===== src/rtl/dense_layer_seq.sv =====
// Sequential dense (fully connected) layer: streams in one input vector, then computes and streams
// out one neuron at a time using a single multiplier, with bias, saturation, optional ReLU and argmax.
module dense_layer_seq #(
    parameter int IN_SIZE  = 2,
    parameter int OUT_SIZE = 3,
    parameter int WIDTH    = 18,
    parameter int FRAC     = 8,
    parameter int ACT_MODE = 1,
    localparam int IW = (IN_SIZE > 1) ? $clog2(IN_SIZE) : 1,
    localparam int OW = (OUT_SIZE > 1) ? $clog2(OUT_SIZE) : 1
) (
    input  logic             clk,
    input  logic             rst_n,
    input  logic             w_we,
    input  logic [OW-1:0]    w_row,
    input  logic [IW-1:0]    w_col,
    input  logic [WIDTH-1:0] w_data,
    input  logic             b_we,
    input  logic [OW-1:0]    b_row,
    input  logic [WIDTH-1:0] b_data,
    output logic             wr_ignored,
    input  logic             in_valid,
    output logic             in_ready,
    input  logic [WIDTH-1:0] in_data,
    output logic             out_valid,
    input  logic             out_ready,
    output logic [WIDTH-1:0] out_data,
    output logic [OW-1:0]    out_idx,
    output logic             out_last,
    output logic [OW-1:0]    out_argmax
);

    localparam int CW = $clog2(IN_SIZE + 1);
    localparam int AW = 2 * WIDTH + $clog2(IN_SIZE) + 1;
    localparam int SW = ((AW > WIDTH + FRAC) ? AW : WIDTH + FRAC) + 1;
    localparam logic signed [SW-1:0] SAT_MAX = SW'((64'sd1 <<< (WIDTH - 1)) - 64'sd1);
    localparam logic signed [SW-1:0] SAT_MIN = SW'(-64'sd1 <<< (WIDTH - 1));

    typedef enum logic [1:0] {IDLE, LOAD, MAC, EMIT} state_t;

    state_t                   state_q, state_d;
    logic [IW-1:0]            k_q, k_d;
    logic [CW-1:0]            i_q, i_d;
    logic [OW-1:0]            o_q, o_d;
    logic signed [AW-1:0]     acc_q, acc_d;
    logic signed [WIDTH-1:0]  x_q [IN_SIZE];
    logic signed [WIDTH-1:0]  x_d [IN_SIZE];
    logic signed [WIDTH-1:0]  w_q [OUT_SIZE][IN_SIZE];
    logic signed [WIDTH-1:0]  w_d [OUT_SIZE][IN_SIZE];
    logic signed [WIDTH-1:0]  b_q [OUT_SIZE];
    logic signed [WIDTH-1:0]  b_d [OUT_SIZE];
    logic                     in_ready_q, in_ready_d;
    logic                     out_valid_q, out_valid_d;
    logic signed [WIDTH-1:0]  out_data_q, out_data_d;
    logic [OW-1:0]            out_idx_q, out_idx_d;
    logic                     out_last_q, out_last_d;
    logic signed [WIDTH-1:0]  max_q, max_d;
    logic [OW-1:0]            argmax_q, argmax_d;
    logic                     wr_ignored_q, wr_ignored_d;

    logic [IW-1:0]            i_idx_s;
    logic signed [2*WIDTH-1:0] prod_s;
    logic signed [SW-1:0]     sum_s;
    logic signed [SW-1:0]     shr_s;
    logic signed [WIDTH-1:0]  r_s;

    // Product path and neuron finalization (bias, floor shift, saturate, activation)
    always_comb begin
        i_idx_s = '0;
        if (int'(i_q) < IN_SIZE) begin
            i_idx_s = i_q[IW-1:0];
        end else begin
            i_idx_s = '0;
        end
        prod_s = x_q[i_idx_s] * w_q[o_q][i_idx_s];
        sum_s  = SW'(acc_q) + (SW'(b_q[o_q]) <<< FRAC);
        shr_s  = sum_s >>> FRAC;
        if (shr_s > SAT_MAX) begin
            r_s = SAT_MAX[WIDTH-1:0];
        end else if (shr_s < SAT_MIN) begin
            r_s = SAT_MIN[WIDTH-1:0];
        end else begin
            r_s = shr_s[WIDTH-1:0];
        end
        if (ACT_MODE == 1 && r_s[WIDTH-1]) begin
            r_s = '0;
        end else begin
            r_s = r_s;
        end
    end

    // Next-state logic: parameter writes, input capture, MAC sequencing, output handshake
    always_comb begin
        state_d      = state_q;
        k_d          = k_q;
        i_d          = i_q;
        o_d          = o_q;
        acc_d        = acc_q;
        x_d          = x_q;
        w_d          = w_q;
        b_d          = b_q;
        out_valid_d  = out_valid_q;
        out_data_d   = out_data_q;
        out_idx_d    = out_idx_q;
        out_last_d   = out_last_q;
        max_d        = max_q;
        argmax_d     = argmax_q;
        wr_ignored_d = 1'b0;

        // Out-of-range write addresses are dropped the same way as writes outside IDLE.
        if (state_q == IDLE) begin
            if (w_we) begin
                if (int'(w_row) < OUT_SIZE && int'(w_col) < IN_SIZE) begin
                    w_d[w_row][w_col] = w_data;
                end else begin
                    wr_ignored_d = 1'b1;
                end
            end else begin
                w_d = w_q;
            end
            if (b_we) begin
                if (int'(b_row) < OUT_SIZE) begin
                    b_d[b_row] = b_data;
                end else begin
                    wr_ignored_d = 1'b1;
                end
            end else begin
                b_d = b_q;
            end
        end else begin
            wr_ignored_d = w_we | b_we;
        end

        case (state_q)
            IDLE, LOAD: begin
                if (in_valid && in_ready_q) begin
                    x_d[k_q] = in_data;
                    if (int'(k_q) == IN_SIZE - 1) begin
                        state_d = MAC;
                        k_d     = '0;
                        i_d     = '0;
                        o_d     = '0;
                        acc_d   = '0;
                    end else begin
                        state_d = LOAD;
                        k_d     = k_q + IW'(1);
                    end
                end else begin
                    state_d = state_q;
                end
            end
            MAC: begin
                if (int'(i_q) < IN_SIZE) begin
                    acc_d = acc_q + AW'(prod_s);
                    i_d   = i_q + CW'(1);
                end else begin
                    out_valid_d = 1'b1;
                    out_data_d  = r_s;
                    out_idx_d   = o_q;
                    out_last_d  = (int'(o_q) == OUT_SIZE - 1);
                    if (o_q == '0 || r_s > max_q) begin
                        max_d    = r_s;
                        argmax_d = o_q;
                    end else begin
                        max_d    = max_q;
                    end
                    state_d = EMIT;
                end
            end
            EMIT: begin
                if (out_ready) begin
                    out_valid_d = 1'b0;
                    if (out_last_q) begin
                        state_d = IDLE;
                    end else begin
                        o_d     = o_q + OW'(1);
                        i_d     = '0;
                        acc_d   = '0;
                        state_d = MAC;
                    end
                end else begin
                    state_d = EMIT;
                end
            end
            default: begin
                state_d = IDLE;
            end
        endcase

        in_ready_d = (state_d == IDLE) || (state_d == LOAD);
    end

    // State, datapath and storage registers
    always_ff @(posedge clk or negedge rst_n) begin
        if (!rst_n) begin
            state_q      <= IDLE;
            k_q          <= '0;
            i_q          <= '0;
            o_q          <= '0;
            acc_q        <= '0;
            in_ready_q   <= 1'b0;
            out_valid_q  <= 1'b0;
            out_data_q   <= '0;
            out_idx_q    <= '0;
            out_last_q   <= 1'b0;
            max_q        <= '0;
            argmax_q     <= '0;
            wr_ignored_q <= 1'b0;
            for (int r = 0; r < OUT_SIZE; r++) begin
                b_q[r] <= '0;
                for (int c = 0; c < IN_SIZE; c++) begin
                    w_q[r][c] <= '0;
                end
            end
            for (int c = 0; c < IN_SIZE; c++) begin
                x_q[c] <= '0;
            end
        end else begin
            state_q      <= state_d;
            k_q          <= k_d;
            i_q          <= i_d;
            o_q          <= o_d;
            acc_q        <= acc_d;
            in_ready_q   <= in_ready_d;
            out_valid_q  <= out_valid_d;
            out_data_q   <= out_data_d;
            out_idx_q    <= out_idx_d;
            out_last_q   <= out_last_d;
            max_q        <= max_d;
            argmax_q     <= argmax_d;
            wr_ignored_q <= wr_ignored_d;
            w_q          <= w_d;
            b_q          <= b_d;
            x_q          <= x_d;
        end
    end

    assign in_ready   = in_ready_q;
    assign out_valid  = out_valid_q;
    assign out_data   = out_data_q;
    assign out_idx    = out_idx_q;
    assign out_last   = out_last_q;
    assign out_argmax = argmax_q;
    assign wr_ignored = wr_ignored_q;

endmodule


===== config.mk =====
export PLATFORM = sky130hd
export DESIGN_NAME = dense_layer_seq
export DESIGN_NICKNAME = d
export VERILOG_FILES = /design/src/rtl/dense_layer_seq.sv
export SDC_FILE = /design/constraint.sdc
export NUM_CORES = 2
export LEC_CHECK = 0
export ABC_AREA = 1
export CAP_MARGIN = 20
export CORE_MARGIN = 10
export CORE_UTILIZATION = 65
export CTS_CLUSTER_SIZE = 25
export DETAILED_ROUTE_END_ITERATION = 10
export DONT_BUFFER_PORTS = 1
export HOLD_SLACK_MARGIN = 0.08
export PLACE_DENSITY = 0.81
export SLEW_MARGIN = 40
export SYNTH_ARGS = -nofsm -noshare
export SYNTH_HDL_FRONTEND = slang
export SYNTH_SLANG_ARGS = --single-unit

===== constraint.sdc =====
create_clock -name clk -period 19.1 [get_ports clk]
set_input_delay 3.82 -clock clk [delete_from_list [all_inputs] [get_ports clk]]
set_output_delay 3.82 -clock clk [all_outputs]
set_load 0.01 [all_outputs]

== Yosys cells after proc, flatten, opt, wreduce, memory -nomap -nowiden ==
Index checks and enable logic that the tools add are counted.

* $add $sub $neg: 5
* $mul: 1
* $lt $le $gt $ge: 16
* Equality and inequality tests: 11
* Multiplexer cells: 57
* Bitwise logic cells: 8
* Reduce and logical (&&, ||, !) cells: 21

{| class="wikitable"
|+ Operators by type and width
! kind !! number
|-
| $mux W18 || 13
|-
| $mux W38 || 5
|-
| $pmux W38 S3 || 1
|-
| $bwmux W108 || 1
|-
| $mux W36 || 3
|-
| $bmux W36 S2 || 1
|-
| $demux W36 S2 || 1
|-
| $bwmux W54 || 1
|-
| $add A38 B26 Y39 || 1
|-
| $add A38 B36 Y38 || 1
|-
| $bmux W18 S2 || 1
|-
| $bwmux W36 || 1
|-
| $demux W18 S1 || 2
|-
| $demux W18 S2 || 1
|-
| $mul A18 B18 Y36 || 1
|-
| $gt A31 B18 Y1 const B || 1
|-
| $lt A31 B18 Y1 const B || 1
|-
| $mux W2 || 12
|-
| $gt A18 B18 Y1 || 1
|-
| $mux W17 || 1
|-
| $ne A2 B2 Y1 const B || 6
|-
| $pmux W2 S3 || 2
|-
| $reduce_and A3 Y1 || 4
|-
| $reduce_and A5 Y1 || 2
|-
| other kinds (22) || 55
|}

* Register bits after elaboration: 287
* Bits of input ports: 65
* Logic and storage cells: 143

== Depth between registers and ports, before layout ==
* Word-level depth: 12
* Gate-level depth with buffers: 38
* Depth with buffers taken out: 35

== Worst setup path before layout ==
OpenSTA, ideal clock, no wires.

* Path kind: flip-flop to flip-flop
* Start: register i_q[1]
* End: register acc_q[37]
* Library setup time: 0.123 ns
* Data arrival time: 7.124 ns
* Required time: 18.977 ns
* Path slack: 11.853 ns
* Cell stages (with the launch flop): 30
* Clock period less this slack: 7.247 ns
* Cell sequence: dfrtp_1 -> inv_1 -> ha_1 -> buf_2 -> clkbuf_1 -> buf_1 -> o211ai_1 -> nand2_1 -> inv_1 -> nor2_1 -> fa_1 -> fa_1 -> fa_1 -> fa_1 -> inv_1 -> fa_1 -> inv_1 -> fa_1 -> ha_1 -> ha_1 -> nand2_1 -> nor2_1 -> nand2_1 -> nor4_1 -> nand2_1 -> o211ai_1 -> a21o_1 -> a21oi_1 -> o21ai_0 -> nand2_1

* Word-level cells in the longest chain between the ends: 10
* Elaborated cells between the ends (all ways): 15
* Those cells by class: add/sub: 1; mul: 1; order compare: 1; eq/ne: 1; mux: 9; bitwise: 1; reduce/logical: 1

{| class="wikitable"
|+ RTL lines
! element !! RTL line !! text
|-
| start, declared || 43 || <nowiki>logic [CW-1:0] i_q, i_d;</nowiki>
|-
| start signal, assigned || 221 || <nowiki>i_q <= i_d;</nowiki>
|-
| $lt A2 B2 Y1 (*) || 70, 153 ||
|-
| $mux W1 || 70 || <nowiki>if (int'(i_q) < IN_SIZE) begin</nowiki>
|-
| $not A1 Y2 (implied by the code) || 75 || <nowiki>prod_s = x_q[i_idx_s] * w_q[o_q][i_idx_s];</nowiki>
|-
| $mux W18 (implied by the code) (3 in a row) || 75 ||
|-
| $mul A18 B18 Y36 || 75 ||
|-
| $add A38 B36 Y38 || 154 || <nowiki>acc_d = acc_q + AW'(prod_s);</nowiki>
|-
| $mux W38 || 153 || <nowiki>if (int'(i_q) < IN_SIZE) begin</nowiki>
|-
| $pmux W38 S3 || 134 || <nowiki>case (state_q)</nowiki>
|-
| end signal, assigned || 200 || <nowiki>acc_q <= '0;</nowiki>
|-
| end signal, assigned || 223 || <nowiki>acc_q <= acc_d;</nowiki>
|-
| end, declared || 45 || <nowiki>logic signed [AW-1:0] acc_q, acc_d;</nowiki>
|}

Mark *: on every way between the ends. The rest lies on a longest branch, timed or not. The select of a mux whose other input is x is not followed.
A chain may end at the register's enable or synchronous reset.

== Final worst setup path ==
* Start: register i_q[1]
* End: register acc_q[32]

Same word-level chain as after synthesis.

==> impl_metrics.py <==
metrics = {
    "cts": {
        "path_clk_slew_ns": 0.07,
        "cts_tree": "done",
        "cts_hold_buf": 0,
        "cts_resized": 0,
        "clockBufferDepth": 3,
        "clk_latency_ns": 0.60,
        "post_cts_buffers": 0,
        "htree_levels": 1,
        "cts_sinks": 285,
        "numCtsBuffers": 31,
        "cts_root_buf": "clkbuf_16",
    },
    "timing": {
        "skew_ns": 0.0201,
        "drv_slew": 0,
        "timing.fmax_mhz": 115,
        "fin_crit_ns": 8.72,
        "grt_setup_unrepaired": "false",
        "finalHoldViolations": 0,
        "relSlewSlack_pct": 43.7,
        "setup-tns-final_ns": 0,
        "fin_crit_sh_pct": 45.7,
        "setup_slack_ns": 10.38,
        "setup_viol": 0,
        "worstMarginPinSlew_ns": 0.835,
    },
    "floorplanning": {
        "ioPinCount": 91,
        "die_w_um": 229,
        "dieArea_um2": 52600,
        "dieHeight_um": 229,
        "start_util_pct": 66.0,
        "coreArea_um2": 43200,
        "num_rows": 76,
    },
    "setup_path": {
        "arrival_ns": 9.20,
        "endpoint_kind": "flip-flop",
        "critPathKind": "reg -> reg",
        "path_buf_inv": 5,
        "cp.required_ns": 19.58,
        "cp_top_family": "adder cells",
        "cp_slowest_cell": "clkinv_1",
        "cp_max_fo": 27,
        "cp-start-kind": "flip-flop",
        "crit_path_max_incr_delay_ns": 0.54,
        "cp_common_cell": "fa_1",
    },
    "synth": {
        "avgSynthCellArea_um2": 8.23,
        "yosys.area.top_type": "fa_1",
        "ys_warn_count": 0,
        "synth_area_leaders": "fa_1, dfrtp_1, nand2_1",
        "ys_ff_latch": 285,
        "ys.flop_type": "dfrtp_1",
        "synth_edf_count": 0,
        "syn_area_um2": 28500,
        "async_flop_share_pct": 100,
        "synth_nets": 4066,
        "synth_cell_type_count": 54,
        "yosysTopAreaCellShare_pct": 26.4,
        "synth_cells": 3459,
        "seq_area_frac_synth_pct": 25.0,
    },
    "detailed_routing": {
        "drt_iter0_drc": 1940,
        "route.antenna.remaining_nets": 0,
        "via_per_inst": 5.68,
        "route.detailed.drc": 0,
        "firstDrtPassIters": 8,
        "routed_wl_um": 75600,
        "vias": 22800,
        "wl_per_cell_um": 18.8,
    },
    "finish": {
        "areaGrowthSynthToFinish_pct": 5.89,
        "final_layout_size_suffix_gt1_share_pct": 6.20,
        "n_antenna_cell": 0,
        "nNetsFinal": 4015,
        "mostFrequentLayoutCells": "nand2_1, inv_1, fa_1, dfrtp_1, o21ai_0",
        "fillers": 3369,
        "layout_commonest_cell": "nand2_1",
    },
    "min_path": {
        "min_path_type": "reg -> reg",
    },
    "grt": {
        "grt_pass1_vias": 24000,
        "track_usage_pct": 29.5,
        "grt_overflow_total": 0,
        "grt_max_degree": 286,
        "grt_pass1_wl_um": 126000,
        "grt_antenna_before_repair": 0,
    },
    "outcome": {
        "outcome": "finished clean",
    },
    "place": {
        "numPortBuffers": 0,
        "preCtsSetupSlack_ns": 10.50,
        "hpwl_um": 59700,
        "gp_congestion": 0.977,
    },
    "flow_run": {
        "cap_violations": 0,
    },
}
final cells by class:
type,instances,area [um2],area share [%]
multi-input cells,2393,18400,61.1
flip-flops and latches,285,7130,23.6
inverters,664,2490,8.27
clock buffers,39,866,2.87
well taps,585,732,2.43
clock inverters,19,273,0.904
repair buffers,33,248,0.821
tightest hold or removal path: stages, from the launching register on:
cell,delay (ns)
dfrtp_1,0.34
nand2_1,0.05
o21ai_0,0.06
worst paths after layout:
path / endpoint / depth (start not counted) / slack (ns) / startpoint
worst max-delay path: acc_q[32] / 30 / 10.38 / i_q[1]
worst min-delay path: b_q[49] / 2 / 0.48 / b_q[49]
worst max register to register: acc_q[32] / 30 / 10.38 / i_q[1]
worst min register to register: b_q[49] / 2 / 0.48 / b_q[49]
max in group asynchronous: x_q[25] / 0 / 15.77 / rst_n
min in group asynchronous: b_q[4] / 0 / 2.92 / rst_n
registers in the layout (all words and copies together) (netlist names), 17 cells and up:
name	flops
acc_q	38
b_q	54
max_q	17
out_data	17
w_q	108
x_q	36
cell families after synthesis:
family	count (synthesis)	share of synthesized area, %
and+or+nand+nor	1291	18.5
buffers and inverters	781	10.5
adders and majority gates	542	33.7
AOI/OAI and AO/OA	477	9.15
DFF	285	25.0
muxes	52	2.06
xor gates and xnor gates	30	0.988
other	1	0.0132
per-stage QoR:
step,hold slack (ns),instances,util (%),cell area (um2)
6_report,0.481,4018,69.9,30200
5_1_grt,0.502,4018,69.9,30200
4_1_cts,0.482,4018,69.8,30200
3_5_place_dp,0.467,3960,67.2,29000
3_3_place_gp,0.459,3960,67.2,29000
2_1_floorplan,0.446,3459,-,28500
layer usage:
metal	up-vias	GRT usage [%]	wire length, um
met2	896	48.8	35900
met5	-	0	0
li1	10500	-	-
met4	0	12.0	3440
met1	11300	38.2	30700
met3	189	4.87	5580
synthesized netlist by cell type, types with 3 or more instances:
cell / number
nand2_1: 903
inv_1: 650
fa_1: 376
dfrtp_1: 285
o21ai_0: 275
nor2_1: 218
ha_1: 166
a21oi_1: 110
clkbuf_1: 85
nand3_1: 73
mux2_2: 48
buf_2: 20
o21a_1: 20
o211ai_1: 18
xor2_1: 18
nor2_2: 14
nand4_1: 13
nand2_4: 12
or2_2: 12
nor3_1: 11
o21ai_1: 11
xnor2_1: 11
a21o_1: 10
nand2_2: 10
buf_1: 8
clkinv_1: 7
inv_2: 7
nand3b_1: 6
o21bai_1: 6
a22o_1: 4
a31oi_1: 4
a32o_1: 4
and2_1: 4
mux2_1: 4
nor4_1: 4
a21boi_0: 3
a221oi_1: 3
nand3_2: 3
o22ai_1: 3
Power is not shown: default switching activity piles up to over one toggle a cycle in this logic, so the estimate is an artifact.
